$ cat src/rtl/lc2k_mem_arbiter.sv
// Two-requester arbiter for the LC2K data memory: fetch and load/store share one array.
// One access in flight at a time, round-robin on ties, watchdog abort on a missing mem_ack.
module lc2k_mem_arbiter #(
  parameter int DATA_W  = 32,
  parameter int ADDR_W  = 16,
  parameter int TIMEOUT = 15
) (
  input  logic              clk,
  input  logic              reset,
  input  logic              if_req,
  input  logic [ADDR_W-1:0] if_addr,
  output logic              if_gnt,
  output logic              if_done,
  output logic [DATA_W-1:0] if_rdata,
  input  logic              d_req,
  input  logic              d_we,
  input  logic [ADDR_W-1:0] d_addr,
  input  logic [DATA_W-1:0] d_wdata,
  output logic              d_gnt,
  output logic              d_done,
  output logic [DATA_W-1:0] d_rdata,
  output logic              err,
  output logic              mem_en,
  output logic              mem_we,
  output logic [ADDR_W-1:0] mem_addr,
  output logic [DATA_W-1:0] mem_wdata,
  input  logic [DATA_W-1:0] mem_rdata,
  input  logic              mem_ack
);

  localparam int WDOG_W = $clog2(TIMEOUT + 1);
  localparam logic [WDOG_W-1:0] WDOG_LAST = WDOG_W'(TIMEOUT - 1);

  typedef enum logic {IDLE, ACCESS} state_t;
  typedef enum logic {REQ_FETCH, REQ_DATA} requester_t;

  state_t            state;
  requester_t        last_grant;
  requester_t        owner;
  logic [WDOG_W-1:0] wdog;

  logic if_elig;
  logic d_elig;
  logic pick_data;

  // A requester still holding req during its own done cycle is not re-granted.
  assign if_elig   = if_req & ~if_done;
  assign d_elig    = d_req & ~d_done;
  assign pick_data = d_elig & (~if_elig | (last_grant == REQ_FETCH));

  // NOTE: all state here is updated with non-blocking assignments so every
  // register samples pre-edge values; blocking would make ordering matter.
  always_ff @(posedge clk or posedge reset) begin
    if (reset) begin
      state      <= IDLE;
      last_grant <= REQ_FETCH;
      owner      <= REQ_FETCH;
      wdog       <= '0;
      if_gnt     <= 1'b0;
      if_done    <= 1'b0;
      if_rdata   <= '0;
      d_gnt      <= 1'b0;
      d_done     <= 1'b0;
      d_rdata    <= '0;
      err        <= 1'b0;
      mem_en     <= 1'b0;
      mem_we     <= 1'b0;
      mem_addr   <= '0;
      mem_wdata  <= '0;
    end else begin
      if_gnt  <= 1'b0;
      d_gnt   <= 1'b0;
      if_done <= 1'b0;
      d_done  <= 1'b0;
      err     <= 1'b0;

      case (state)
        IDLE: begin
          if (if_elig || d_elig) begin
            mem_en <= 1'b1;
            wdog   <= '0;
            state  <= ACCESS;
            if (pick_data) begin
              owner      <= REQ_DATA;
              last_grant <= REQ_DATA;
              d_gnt      <= 1'b1;
              mem_we     <= d_we;
              mem_addr   <= d_addr;
              mem_wdata  <= d_wdata;
            end else begin
              owner      <= REQ_FETCH;
              last_grant <= REQ_FETCH;
              if_gnt     <= 1'b1;
              mem_we     <= 1'b0;
              mem_addr   <= if_addr;
              mem_wdata  <= '0;
            end
          end
        end

        ACCESS: begin
          if (mem_ack) begin
            mem_en <= 1'b0;
            state  <= IDLE;
            if (owner == REQ_DATA) begin
              d_done <= 1'b1;
              if (!mem_we) d_rdata <= mem_rdata;
            end else begin
              if_done  <= 1'b1;
              if_rdata <= mem_rdata;
            end
          end else if (wdog == WDOG_LAST) begin
            // Abort: done+err to the owner, its read data left untouched.
            mem_en <= 1'b0;
            err    <= 1'b1;
            state  <= IDLE;
            if (owner == REQ_DATA) d_done  <= 1'b1;
            else                   if_done <= 1'b1;
          end else if (wdog != '1) begin
            wdog <= wdog + 1'b1;
          end
        end

        default: state <= IDLE;
      endcase
    end
  end

endmodule

$ cat config.mk
export PLATFORM = sky130hd
export DESIGN_NAME = lc2k_mem_arbiter
export DESIGN_NICKNAME = d
export VERILOG_FILES = /design/src/rtl/lc2k_mem_arbiter.sv
export SDC_FILE = /design/constraint.sdc
export NUM_CORES = 1
export LEC_CHECK = 0
export ABC_AREA = 1
export CAP_MARGIN = 30
export CORE_MARGIN = 2
export CORE_UTILIZATION = 43
export DETAILED_ROUTE_END_ITERATION = 10
export PLACE_DENSITY = 0.86
export SLEW_MARGIN = 20
export SYNTH_ARGS = -nofsm -noshare
export SYNTH_HDL_FRONTEND = slang
export SYNTH_SLANG_ARGS = --single-unit
$ cat constraint.sdc
create_clock -name clk -period 5.32 [get_ports clk]
set_input_delay 1.064 -clock clk [delete_from_list [all_inputs] [get_ports clk]]
set_output_delay 1.064 -clock clk [all_outputs]
set_load 0.01 [all_outputs]
# Word-level counts from Yosys, hierarchy flattened
# Index checks and enable logic that the tools add are counted.
# W data, S select, Z words.
# totals
register_bits	125
word_cells	71
output_inout_bits	119
# classes
muxes	33
bitwise_logic	10
n_reduce_logical	6
eq_ne	7
add_sub_neg	1
# op_table
operator	n
$mux W32	1
$mux W1	24
$mux W16	1
$mux W4	4
$pmux W4 S2	1
$reduce_and A4 Y1	2
$ne A2 B2 Y1 const B	3
$not A1 Y1	6
$add A4 B1 Y4 const B	1
$eq A4 B4 Y1 const B	1
$ne A4 B4 Y1 const B	1
$pmux W1 S2	2
$reduce_and A2 Y1	2
$and A1 B1 Y1	3
$ne A3 B2 Y1 const B	1
$reduce_and A3 Y1	1
$ne A2 B1 Y1 const B	1
$logic_or A1 B1 Y1	1
$or A1 B1 Y1	1

# Depth between registers and ports, before layout
# Gate-level depths: netlist (run 1).
# depth
depth_word	8
mapped_depth	9
ltp_nobuf	8

# Least setup slack after synthesis (run 1)
# Ideal clock, no wire load.
# synth_timing
path_kind	input to register
startpoint	in d_req
endpoint	reg mem_wdata[10]
setup_time_ps	116
n_path_buf	1
arrival_time_ps	1652
required_ps	5204
cell_stages	9
path_slack_ps	3552
cell_sequence	inv_1 nor2_1 nand2_1 inv_2 nand2_2 inv_4 buf_6 nand2_1 nand2_1
# synth_via
elab_chain_cells	3
word_cells_on_any_way	5
# synth_rtl
element	line	text
start: declaration	15	input logic d_req,
$and A1 B1 Y1 *	48	assign d_elig = d_req & ~d_done;
$and A1 B1 Y1 / $logic_or A1 B1 Y1 (equally long branches)	49, 79	
$mux W32 / $reduce_and A2 Y1 (equally long branches)	n/a	
end signal: assignment	89	mem_wdata <= d_wdata;
end: declaration	26	output logic [DATA_W-1:0] mem_wdata,
# Every way passes the cells marked *; elsewhere a longest branch is shown, timed or not.
# A chain may end at the register's enable or synchronous reset.

# Final worst setup path (run 1)
# layout_timing
startpoint	in d_req
endpoint	reg mem_wdata[3]
# Same word-level chain as after synthesis.

==> key figures, run 1 <==
Status
  • Status: completed

Logic synthesis
  • Most numerous cell in the Yosys netlist: nand2_1
  • Most frequent cells after synthesis: nand2_1, dfrtp_1, o21ai_2
  • Yosys warnings: 0
  • Mapped Nets: ~680
  • Leading area contributor after synthesis: dfrtp_1
  • Avg Inst Size Synth: 9.35 um^2
  • Area share of the largest cell type after synthesis: 58.2%
  • Sequential fraction of the synthesis area: 58.2%
  • Synthesized cell area: 5380 um^2
  • Number of synthesized flops with an enable pin: 0
  • Synth top area cells: dfrtp_1, nand2_1, o21ai_2, inv_1, buf_6
  • Cells after Synth: 575
  • Synth Register Bits: around 130
  • Top FF cell, synth: dfrtp_1
  • Post-synthesis cell type count: 20
  • Async SR Flop Fraction: between 90% and 100%

Die
  • Die area: ~13000 um^2
  • Number of top-level pins: between 200 and 250
  • FP Rows: 40
  • Die W: approximately 120 um
  • Starting Density: approximately 44%
  • CORE AREA: approximately 12000 um^2
  • Die H: 116 um

Critical path
  • Crit path largest cell delay: roughly 0.48 ns
  • Req. time, crit path: between 5 and 6 ns
  • R2R Setup Slk: around 3.6 ns
  • Endpoint class of the critical path: flip-flop
  • Cell family with most CP delay: buffers and inverters
  • Worst path cell trace: clkdlybuf4s50_1, inv_1, nor2_1, nand2_1, buf_16, inv_2, nand2_2, inv_4, nand2_1, nand2_1
  • WS Path Type: in2reg
  • Data arrival, critical path: 2.78 ns
  • Crit-path slowest cell: clkdlybuf4s50_1
  • CP Launch Type: input pin
  • Worst Path Buf+Inv: 5
  • Most frequent CP cell: nand2_1
  • Crit-path max FO: 34

Pwr
  • Switching share of power: ~34%
  • Clock Power Share: approximately 23%
  • Leakage power: between 0.003 and 0.004 uW
  • Total power: 4770 uW
  • Cell Pwr Density: approximately 580 nW/um^2
  • Combinational Power Share: approximately 43%
  • Int Pwr: about 3200 uW
  • Worst VDD drop: around 0.30 mV
  • Sequential power share: around 34%
  • Psw: between 1500 and 2000 uW

STA
  • Slew headroom: between 40 and 50%
  • Setup_tns: 0 ns
  • # setup viols final: 0
  • Hold slack: about 0.46 ns
  • Fin. Hold Viols: 0
  • Slew Limit Fails: 0
  • Fin Clk Skew: between 0.006 and 0.007 ns
  • Max Fclk: slightly above 400 MHz
  • Tmin final: 2.45 ns
  • Crit share post-route: around 46%
  • Slew @ Worst Pin: 0.844 ns
  • RSZ-0062 raised after global routing: false

Finish
  • Multi-input logic area: roughly 1800 um^2
  • Final #Nets: 896
  • Final antenna diode count: 0
  • Sequential cell area: ~3100 um^2
  • Final instance area: about 8200 um^2
  • Layout fillers: around 950
  • Syn-to-layout area delta: 51.8%
  • Share of layout cells above drive strength 1: between 10 and 15%
  • Final Util: between 60% and 70%

Detailed routing
  • DRT iter0 DRCs: between 300 and 400
  • Routed Antenna Nets: 0
  • DRT Pass-1 Iters: 4
  • Via count: around 4.4k
  • DRT Wirelength: 13.0 mm
  • DR WL/cell: roughly 13 um
  • Drc violations: 0
  • Vias/cell: ~4.6

GRT
  • Vias in the first global route: roughly 4.4k
  • First-pass GRT wire length: roughly 21 mm
  • Initial antenna violation count: 0
  • Gr usage total: between 20% and 30%
  • Total grt overflow: 0
  • Largest net degree at the start of global routing: 65

CTS
  • Postcts setup bufs: 0
  • H-tree depth: 4
  • CTS max path bufs: 2
  • CTS Buf Count: 17
  • Latest clock arrival within the worst-skew pair: about 0.40 ns
  • Root Buffer Master: clkbuf_16
  • Post-cts resize count: 0
  • Clk sinks: between 100 and 150
  • CTS Hold Bufs: 0
  • CTS tree: done
  • Clock-pin slew of the registers on the worst-case setup and hold paths: approximately 0.050 ns

Hold path
  • Hold WC Path Type: reg2reg

Place
  • Placed inst area: between 7000 and 8000 um^2
  • Port bufs: between 200 and 250
  • Placer Congestion: between 0.8 and 0.9
  • Detailed placer's ending HPWL: roughly 9.1 mm

Job
  • Max_cap viols: 0
[stage by stage]
step	instances	worst slack (ns)
3_5_place_dp	940	2.19
3_3_place_gp	940	2.27
2_1_floorplan	575	0.928
5_1_grt	972	2.75
4_1_cts	971	2.59
6_report	972	2.87
[per-layer routing]
| metal | part of all wire [%] | GRT usage, % |
|---|---|---|
| met3 | 6.9 | 5.86 |
| met1 | 41 | 24.8 |
| met5 | 0 | 0 |
| met4 | 2.2 | 8.33 |
| met2 | 50 | 33.6 |
[area by class of cell]
class	count	share of cell area [%]
Sequential cell	125	38.3
Timing Repair Buffer	223	27.5
Multi-Input combinational cell	365	21.8
Clock buffer	24	5.90
Inverter	60	2.85
Tap cell	168	2.57
Clock inverter	7	1.07
[worst reg2reg max path, delay by kind of cell, from the launching register on]
kind	cells	cell delay (ns)
AO/OA/AOI/OAI	1	0.10
AND/OR/NAND/NOR	3	0.91
flip-flops	1	0.39
buffers and inverters	1	0.21
[placed cells by master (no fill, tap or decap), types with 2 or more instances in the layout]
cell / netlist / final
clkinv_2: 0 / 4
dfrtp_1: 125 / 125
buf_4: 5 / 2
clkbuf_1: 0 / 4
inv_2: 3 / 3
clkbuf_8: 0 / 3
nand2_4: 3 / 3
o21ai_1: 8 / 8
nand3_1: 4 / 4
clkdlybuf4s50_1: 0 / 220
nor2_2: 2 / 2
inv_1: 55 / 54
bufinv_16: 0 / 2
nor2_1: 25 / 25
o21ai_0: 9 / 9
nand2_1: 241 / 241
clkbuf_16: 0 / 17
nand4_1: 2 / 2
nand2_2: 2 / 2
inv_4: 2 / 3
ha_1: 2 / 2
o21ai_2: 65 / 65
[logic make-up after synthesis]
group                      synth area share, %
DFF                                       58.2
adders and majority gates                0.465
xor gates and xnor gates                 0.163
buffers and inverters                     8.70
and+or+nand+nor                           20.4
AOI/OAI and AO/OA                         12.2
[path summary, 6_finish.rpt]
kind	from	to	cells past startpoint
worst max-delay path	d_req	mem_wdata[3]	10
worst min-delay path	owner	if_done	1
worst max register to register	owner	d_rdata[2]	5
worst min register to register	owner	if_done	1
max in group asynchronous	reset	d_rdata[30]	3
min in group asynchronous	reset	d_rdata[19]	2
[power by group through the flow]
| stage | logic [uW] | registers [uW] | clock network, uW |
|---|---|---|---|
| after CTS | 2050 | 1630 | 1130 |
| after global placement | 2000 | 1630 | 0 |
| final | 2030 | 1630 | 1110 |
| after floorplan | 854 | 1810 | 0 |
| after detailed placement | 2040 | 1630 | 0 |
| after global routing | 2230 | 1690 | 1170 |
[flip-flops by register name, indices dropped and copies added (netlist names), 4 cells and up]
| register | count |
|---|---|
| if_rdata | 32 |
| mem_wdata | 32 |
| wdog | 4 |
| mem_addr | 16 |
| d_rdata | 32 |
Power figures use the tool's default switching activity.
==> inputs of run 2 (changes only) <==
==> constraint.sdc (replaced) <==
create_clock -name clk -period 2.45 [get_ports clk]
set_input_delay 0.49 -clock clk [delete_from_list [all_inputs] [get_ports clk]]
set_output_delay 0.49 -clock clk [all_outputs]
set_load 0.01 [all_outputs]
==> key figures, run 2 (same netlist as run 1, synthesis figures left out) <==
Place
  • Placer Congestion: 0.793 (was 0.816)
  • Setup WS pre-CTS: 0.524 ns (was 2.19 ns)
  • Placed cell count: 945 (was 940)
  • Detailed placer's ending HPWL: 9.32 mm (was 9.08 mm)
  • Port bufs: 220 (unchanged)
  • Placed inst area: 7680 um^2 (was 7570 um^2)

Die
  • Starting Density: 44.4% (unchanged)
  • Die area: 13400 um^2 (unchanged)
  • Number of top-level pins: 221 (unchanged)
  • CORE AREA: 12100 um^2 (unchanged)
  • Die H: 116 um (unchanged)
  • FP Rows: 40 (unchanged)
  • Die W: 116 um (unchanged)

Critical path
  • WS Path Type: reg2out (was in2reg)
  • Crit-path max FO: 3 (was 34)
  • Req. time, crit path: 1.96 ns (was 5.65 ns)
  • R2R Setup Slk: 1.05 ns (was 3.62 ns)
  • Crit-path slowest cell: clkdlybuf4s50_1 (unchanged)
  • Worst Path Buf+Inv: 1 (was 5)
  • Worst path cell trace: clkdlybuf4s50_1 (was clkdlybuf4s50_1, inv_1, nor2_1, nand2_1, buf_16, inv_2, nand2_2, inv_4, nand2_1, nand2_1)
  • Cell family with most CP delay: buffers and inverters (unchanged)
  • CP Launch Type: flip-flop (was input pin)
  • Crit path from: mem_we (was d_req)
  • Crit path largest cell delay: 0.57 ns (was 0.48 ns)
  • Data arrival, critical path: 1.35 ns (was 2.78 ns)
  • Worst flop-to-flop path startpoint: state (was owner)
  • Worst Reg-to-Reg Cells: 5 (unchanged)
  • Endpoint class of the critical path: primary output (was flip-flop)
  • Capture point of the worst reg-to-reg path: mem_addr[13] (was d_rdata[2])

CTS
  • H-tree depth: 4 (unchanged)
  • Clock-pin slew of the registers on the worst-case setup and hold paths: 0.05 ns (about the same)
  • CTS max path bufs: 2 (unchanged)
  • Latest clock arrival within the worst-skew pair: 0.40 ns (about the same)
  • CTS Hold Bufs: 0 (unchanged)
  • Root Buffer Master: clkbuf_16 (unchanged)
  • CTS tree: done (unchanged)
  • Postcts setup bufs: 0 (unchanged)
  • CTS Buf Count: 17 (unchanged)
  • Post-cts resize count: 0 (unchanged)
  • Clk sinks: 125 (unchanged)

Finish
  • Final antenna diode count: 0 (unchanged)
  • Most frequent cells in the layout: nand2_1, clkdlybuf4s50_1, dfrtp_1 (unchanged)
  • Most common cell after layout, fill and taps aside: nand2_1 (unchanged)
  • Share of layout cells above drive strength 1: 14.0% (was 13.4%)
  • Syn-to-layout area delta: 53.6% (was 51.8%)
  • Final Non-Filler Cells: 975 (was 972)
  • Largest registers in the final layout: d_rdata: 32 flops, if_rdata: 32 flops, mem_wdata: 32 flops (unchanged)
  • Final #Nets: 900 (was 896)
  • Final instance area: 8260 um^2 (was 8170 um^2)

Detailed routing
  • DRT iter0 DRCs: 265 (was 304)
  • DRT Wirelength: 13.0 mm (about the same)
  • Routed Antenna Nets: 0 (unchanged)
  • DR WL/cell: 13.4 um (about the same)
  • DRT Pass-1 Iters: 4 (unchanged)
  • Via count: 4385 (was 4431)
  • Vias/cell: 4.50 (was 4.56)
  • Drc violations: 0 (unchanged)

STA
  • Fin Clk Skew: 0.00393 ns (was 0.00623 ns)
  • Slew @ Worst Pin: 0.354 ns (was 0.844 ns)
  • Fin. Hold Viols: 0 (unchanged)
  • Crit share post-route: 75.0%
  • Tmin final: ~1.8 ns
  • Hold slack: 0.361 ns (was 0.461 ns)
  • Slew headroom: 76.4% (was 43.7%)
  • Max Fclk: approximately 540 MHz
  • Slew Limit Fails: 0 (unchanged)
  • Worst Slack Setup Final: 0.613 ns (was 2.87 ns)
  • Setup_tns: 0 ns (unchanged)
  • # setup viols final: 0 (unchanged)
  • RSZ-0062 raised after global routing: false (unchanged)

Job
  • Max_cap viols: 0 (unchanged)

GRT
  • First-pass GRT wire length: 20.9 mm (was 21.3 mm)
  • Gr usage total: 20.3% (was 20.2%)
  • Total grt overflow: 0 (unchanged)
  • Initial antenna violation count: 0 (unchanged)
  • Largest net degree at the start of global routing: 66 (was 65)
  • Vias in the first global route: 4341 (was 4366)

Status
  • Status: completed (unchanged)

Hold path
  • Hold WC Path Type: in2async (was reg2reg)

Pwr
  • Cell Pwr Density: 1270 nW/um^2 (was 584 nW/um^2)
  • Leakage power: 0.00403 uW (was 0.00398 uW)
  • Worst VDD drop: 0.700 mV (was 0.296 mV)
==> run 2: changes by cell type in the layout (fill, tap and decap cells not counted), sizes merged <==
cell,change
buf,+4
clkbuf,-1
clkinvlp,+1
inv,-1
==> run 2: routing by layer <==
layer  share of wire (%)  track usage (%)
met5                   0                0
met4                 2.6             9.84
met3                 6.7             6.64
met2                  50             33.6
met1                  41             23.9
==> run 2: how the worst max path moves through the flow <==
stage                  end  slack, ns  cells past startpoint
2_1_floorplan       d_done       0.42                      1
3_3_place_gp   d_rdata[30]       0.55                      7
3_5_place_dp    d_rdata[4]       0.52                      7
4_1_cts             mem_we       0.58                      1
5_1_grt             mem_we       0.56                      1
6_report            mem_we       0.61                      1
==> run 2: layout make-up <==
type	instances	area [um^2]
Fill cell	955	3850
Inverter	60	234
Sequential cell	125	3130
Multi-Input combinational cell	365	1780
Clock inverter	7	87.6
Timing Repair Buffer	227	2330
Clock buffer	23	488
Tap cell	168	210
==> run 2: where the power goes <==
part,total [uW],switching [uW],leakage [uW],internal [uW]
logic,4500,2160,0.00216,2340
clock network,2430,840,0.000285,1590
registers,3540,536,0.00158,3000
==> run 2: through the flow <==
step	total power (uW)	util, %
final	10500	68.2
after global routing	11100	68.2
after CTS	10600	68.2
after detailed placement	8100	63.5
after global placement	7970	63.5
after floorplan	5780	-
==> inputs of run 3 (changes only) <==
==> constraint.sdc (replaced) <==
create_clock -name clk -period 1.9 [get_ports clk]
set_input_delay 0.38 -clock clk [delete_from_list [all_inputs] [get_ports clk]]
set_output_delay 0.38 -clock clk [all_outputs]
set_load 0.01 [all_outputs]
==> key figures, run 3 (same netlist as run 1, synthesis figures left out) <==
Critical path
  • Crit-path max FO: 3 (unchanged)
  • Worst Reg-to-Reg Cells: 6 (was 5)
  • CP Launch Type: flip-flop (unchanged)
  • Data arrival, critical path: 1.37 ns (was 1.35 ns)
  • Crit path from: mem_we (unchanged)
  • Capture point of the worst reg-to-reg path: if_rdata[20] (was mem_addr[13])
  • Req. time, crit path: 1.52 ns (was 1.96 ns)
  • WS Path Type: reg2out (unchanged)
  • Worst path cell trace: clkdlybuf4s50_1 (unchanged)
  • Crit-path slowest cell: clkdlybuf4s50_1 (unchanged)
  • Crit path largest cell delay: 0.57 ns (about the same)
  • Endpoint class of the critical path: primary output (unchanged)
  • Cell family with most CP delay: buffers and inverters (unchanged)
  • R2R Setup Slk: 0.55 ns (was 1.05 ns)
  • Worst Path Buf+Inv: 1 (unchanged)
  • Worst flop-to-flop path startpoint: state (unchanged)

Place
  • Port bufs: 220 (unchanged)
  • Placer Congestion: 0.844 (was 0.793)
  • Detailed placer's ending HPWL: 9.07 mm (was 9.32 mm)

Finish
  • Multi-input logic area: 1780 um^2 (unchanged)
  • Final antenna diode count: 0 (unchanged)
  • Layout fillers: 962 (was 955)
  • Final #Nets: 899 (was 900)
  • Largest registers in the final layout: d_rdata: 32 flops, if_rdata: 32 flops, mem_wdata: 32 flops (unchanged)
  • Syn-to-layout area delta: 54.5% (was 53.6%)
  • Sequential cell area: 3130 um^2 (unchanged)
  • Share of layout cells above drive strength 1: 14.1% (was 14.0%)
  • Most common cell after layout, fill and taps aside: nand2_1 (unchanged)
  • Most frequent cells in the layout: nand2_1, clkdlybuf4s50_1, dfrtp_1 (unchanged)

GRT
  • Busiest grt layer: met2 (unchanged)
  • Gr usage total: 20.4% (was 20.3%)
  • Vias in the first global route: 4354 (was 4341)
  • Initial antenna violation count: 0 (unchanged)
  • Total grt overflow: 0 (unchanged)
  • Met3 usage: 6.43% (was 6.64%)
  • Largest net degree at the start of global routing: 65 (was 66)
  • M2 GR Usage: 32.2% (was 33.6%)
  • Met1 usage: 25.2% (was 23.9%)
  • First-pass GRT wire length: 21.1 mm (was 20.9 mm)

Detailed routing
  • DRT Pass-1 Iters: 5 (was 4)
  • Drc violations: 0 (unchanged)
  • DRT iter0 DRCs: 275 (was 265)
  • Via count: 4435 (was 4385)
  • Vias/cell: 4.55 (was 4.50)
  • Routed Antenna Nets: 0 (unchanged)
  • DRT Wirelength: 13.1 mm (was 13.0 mm)
  • DR WL/cell: 13.4 um (about the same)

Pwr
  • Psw: 4630 uW (was 3530 uW)
  • Worst VDD drop: 0.847 mV (was 0.700 mV)
  • Combinational Power Share: 41.6% (was 43.0%)
  • Total power: 13900 uW (was 10500 uW)
  • Sequential power share: 32.9% (was 33.8%)
  • Leakage power: 0.00405 uW (was 0.00403 uW)
  • Int Pwr: 9260 uW (was 6930 uW)
  • Clock Power Share: 25.5% (was 23.2%)
  • Cell Pwr Density: 1670 nW/um^2 (was 1270 nW/um^2)
  • Switching share of power: 33.3% (was 33.8%)

Die
  • Die W: 116 um (unchanged)
  • FP Rows: 40 (unchanged)
  • Starting Density: 44.4% (unchanged)
  • Die area: 13400 um^2 (unchanged)
  • Die H: 116 um (unchanged)
  • CORE AREA: 12100 um^2 (unchanged)
  • Number of top-level pins: 221 (unchanged)

CTS
  • Post-cts resize count: 0 (unchanged)
  • Postcts setup bufs: 0 (unchanged)
  • H-tree depth: 4 (unchanged)
  • Latest clock arrival within the worst-skew pair: 0.41 ns (was 0.40 ns)
  • CTS tree: done (unchanged)
  • Root Buffer Master: clkbuf_16 (unchanged)
  • CTS Buf Count: 17 (unchanged)
  • Clock-pin slew of the registers on the worst-case setup and hold paths: 0.06 ns (was 0.05 ns)
  • CTS max path bufs: 2 (unchanged)
  • Clk sinks: 125 (unchanged)
  • CTS Hold Bufs: 0 (unchanged)

STA
  • Fin Clk Skew: 0.00566 ns (was 0.00393 ns)
  • Setup_tns: 0 ns (unchanged)
  • Slew headroom: 74.6% (was 76.4%)
  • RSZ-0062 raised after global routing: false (unchanged)
  • # setup viols final: 0 (unchanged)
  • Tmin final: 1.75 ns
  • Max Fclk: between 500 and 600 MHz
  • Crit share post-route: ~90%
  • Fin. Hold Viols: 0 (unchanged)
  • Slew @ Worst Pin: 0.380 ns (was 0.354 ns)
  • Slew Limit Fails: 0 (unchanged)

Hold path
  • Hold WC Path Type: in2async (unchanged)

Job
  • Max_cap viols: 0 (unchanged)

Status
  • Status: completed (unchanged)
run 3: worst max-delay path by stage:
stage | to | cells after the start
final | mem_we | 1
after global routing | mem_we | 1
after CTS | mem_we | 1
after detailed placement | mem_wdata[20] | 9
after global placement | mem_addr[11] | 7
after floorplan | d_done | 1
run 3: worst reg2reg max path, cell delays in order (launching register included):
cell and delay [ns]:
dfrtp_1 0.46, nand2_2 0.13, inv_2 0.07, nand2_4 0.06
buf_12 0.27, nand2_1 0.21, o21ai_2 0.08
run 3: metal layers:
metal / part of all wire (%) / vias to the layer above
li1: - / 2196
met1: 41 / 2049
met2: 49 / 163
met3: 7.2 / 27
met4: 2.8 / 0
met5: 0 / -
run 3: power groups by stage:
stage | Sequential [uW] | Clock (uW) | Combinational, uW
floorplan | 5070 | 0 | 2390
global placement | 4550 | 0 | 5690
detailed placement | 4590 | 0 | 5840
CTS | 4580 | 3600 | 5870
global route | 4720 | 3750 | 6310
finish | 4570 | 3540 | 5780
run 3: area by class of cell:
| type | instances | area share [%] |
|---|---|---|
| timing repair buffer | 226 | 27.8 |
| clock buffer | 20 | 5.49 |
| tap | 168 | 2.53 |
| inverter | 60 | 2.81 |
| sequential | 125 | 37.6 |
| clock inverter | 11 | 2.29 |
| multi-input combinational | 365 | 21.5 |
run 3: stage by stage:
stage / instances / hold WS [ns] / utilization (%) / area, um^2 / worst slack [ns]
6_report: 975 / 0.446 / 68.6 / 8310 / 0.154
5_1_grt: 975 / 0.473 / 68.6 / 8310 / 0.0907
4_1_cts: 975 / 0.442 / 68.6 / 8310 / 0.115
3_5_place_dp: 944 / 0.441 / 63.3 / 7660 / 0.158
3_3_place_gp: 944 / 0.442 / 63.3 / 7660 / 0.189
2_1_floorplan: 575 / 0.425 / - / 5380 / -0.0193
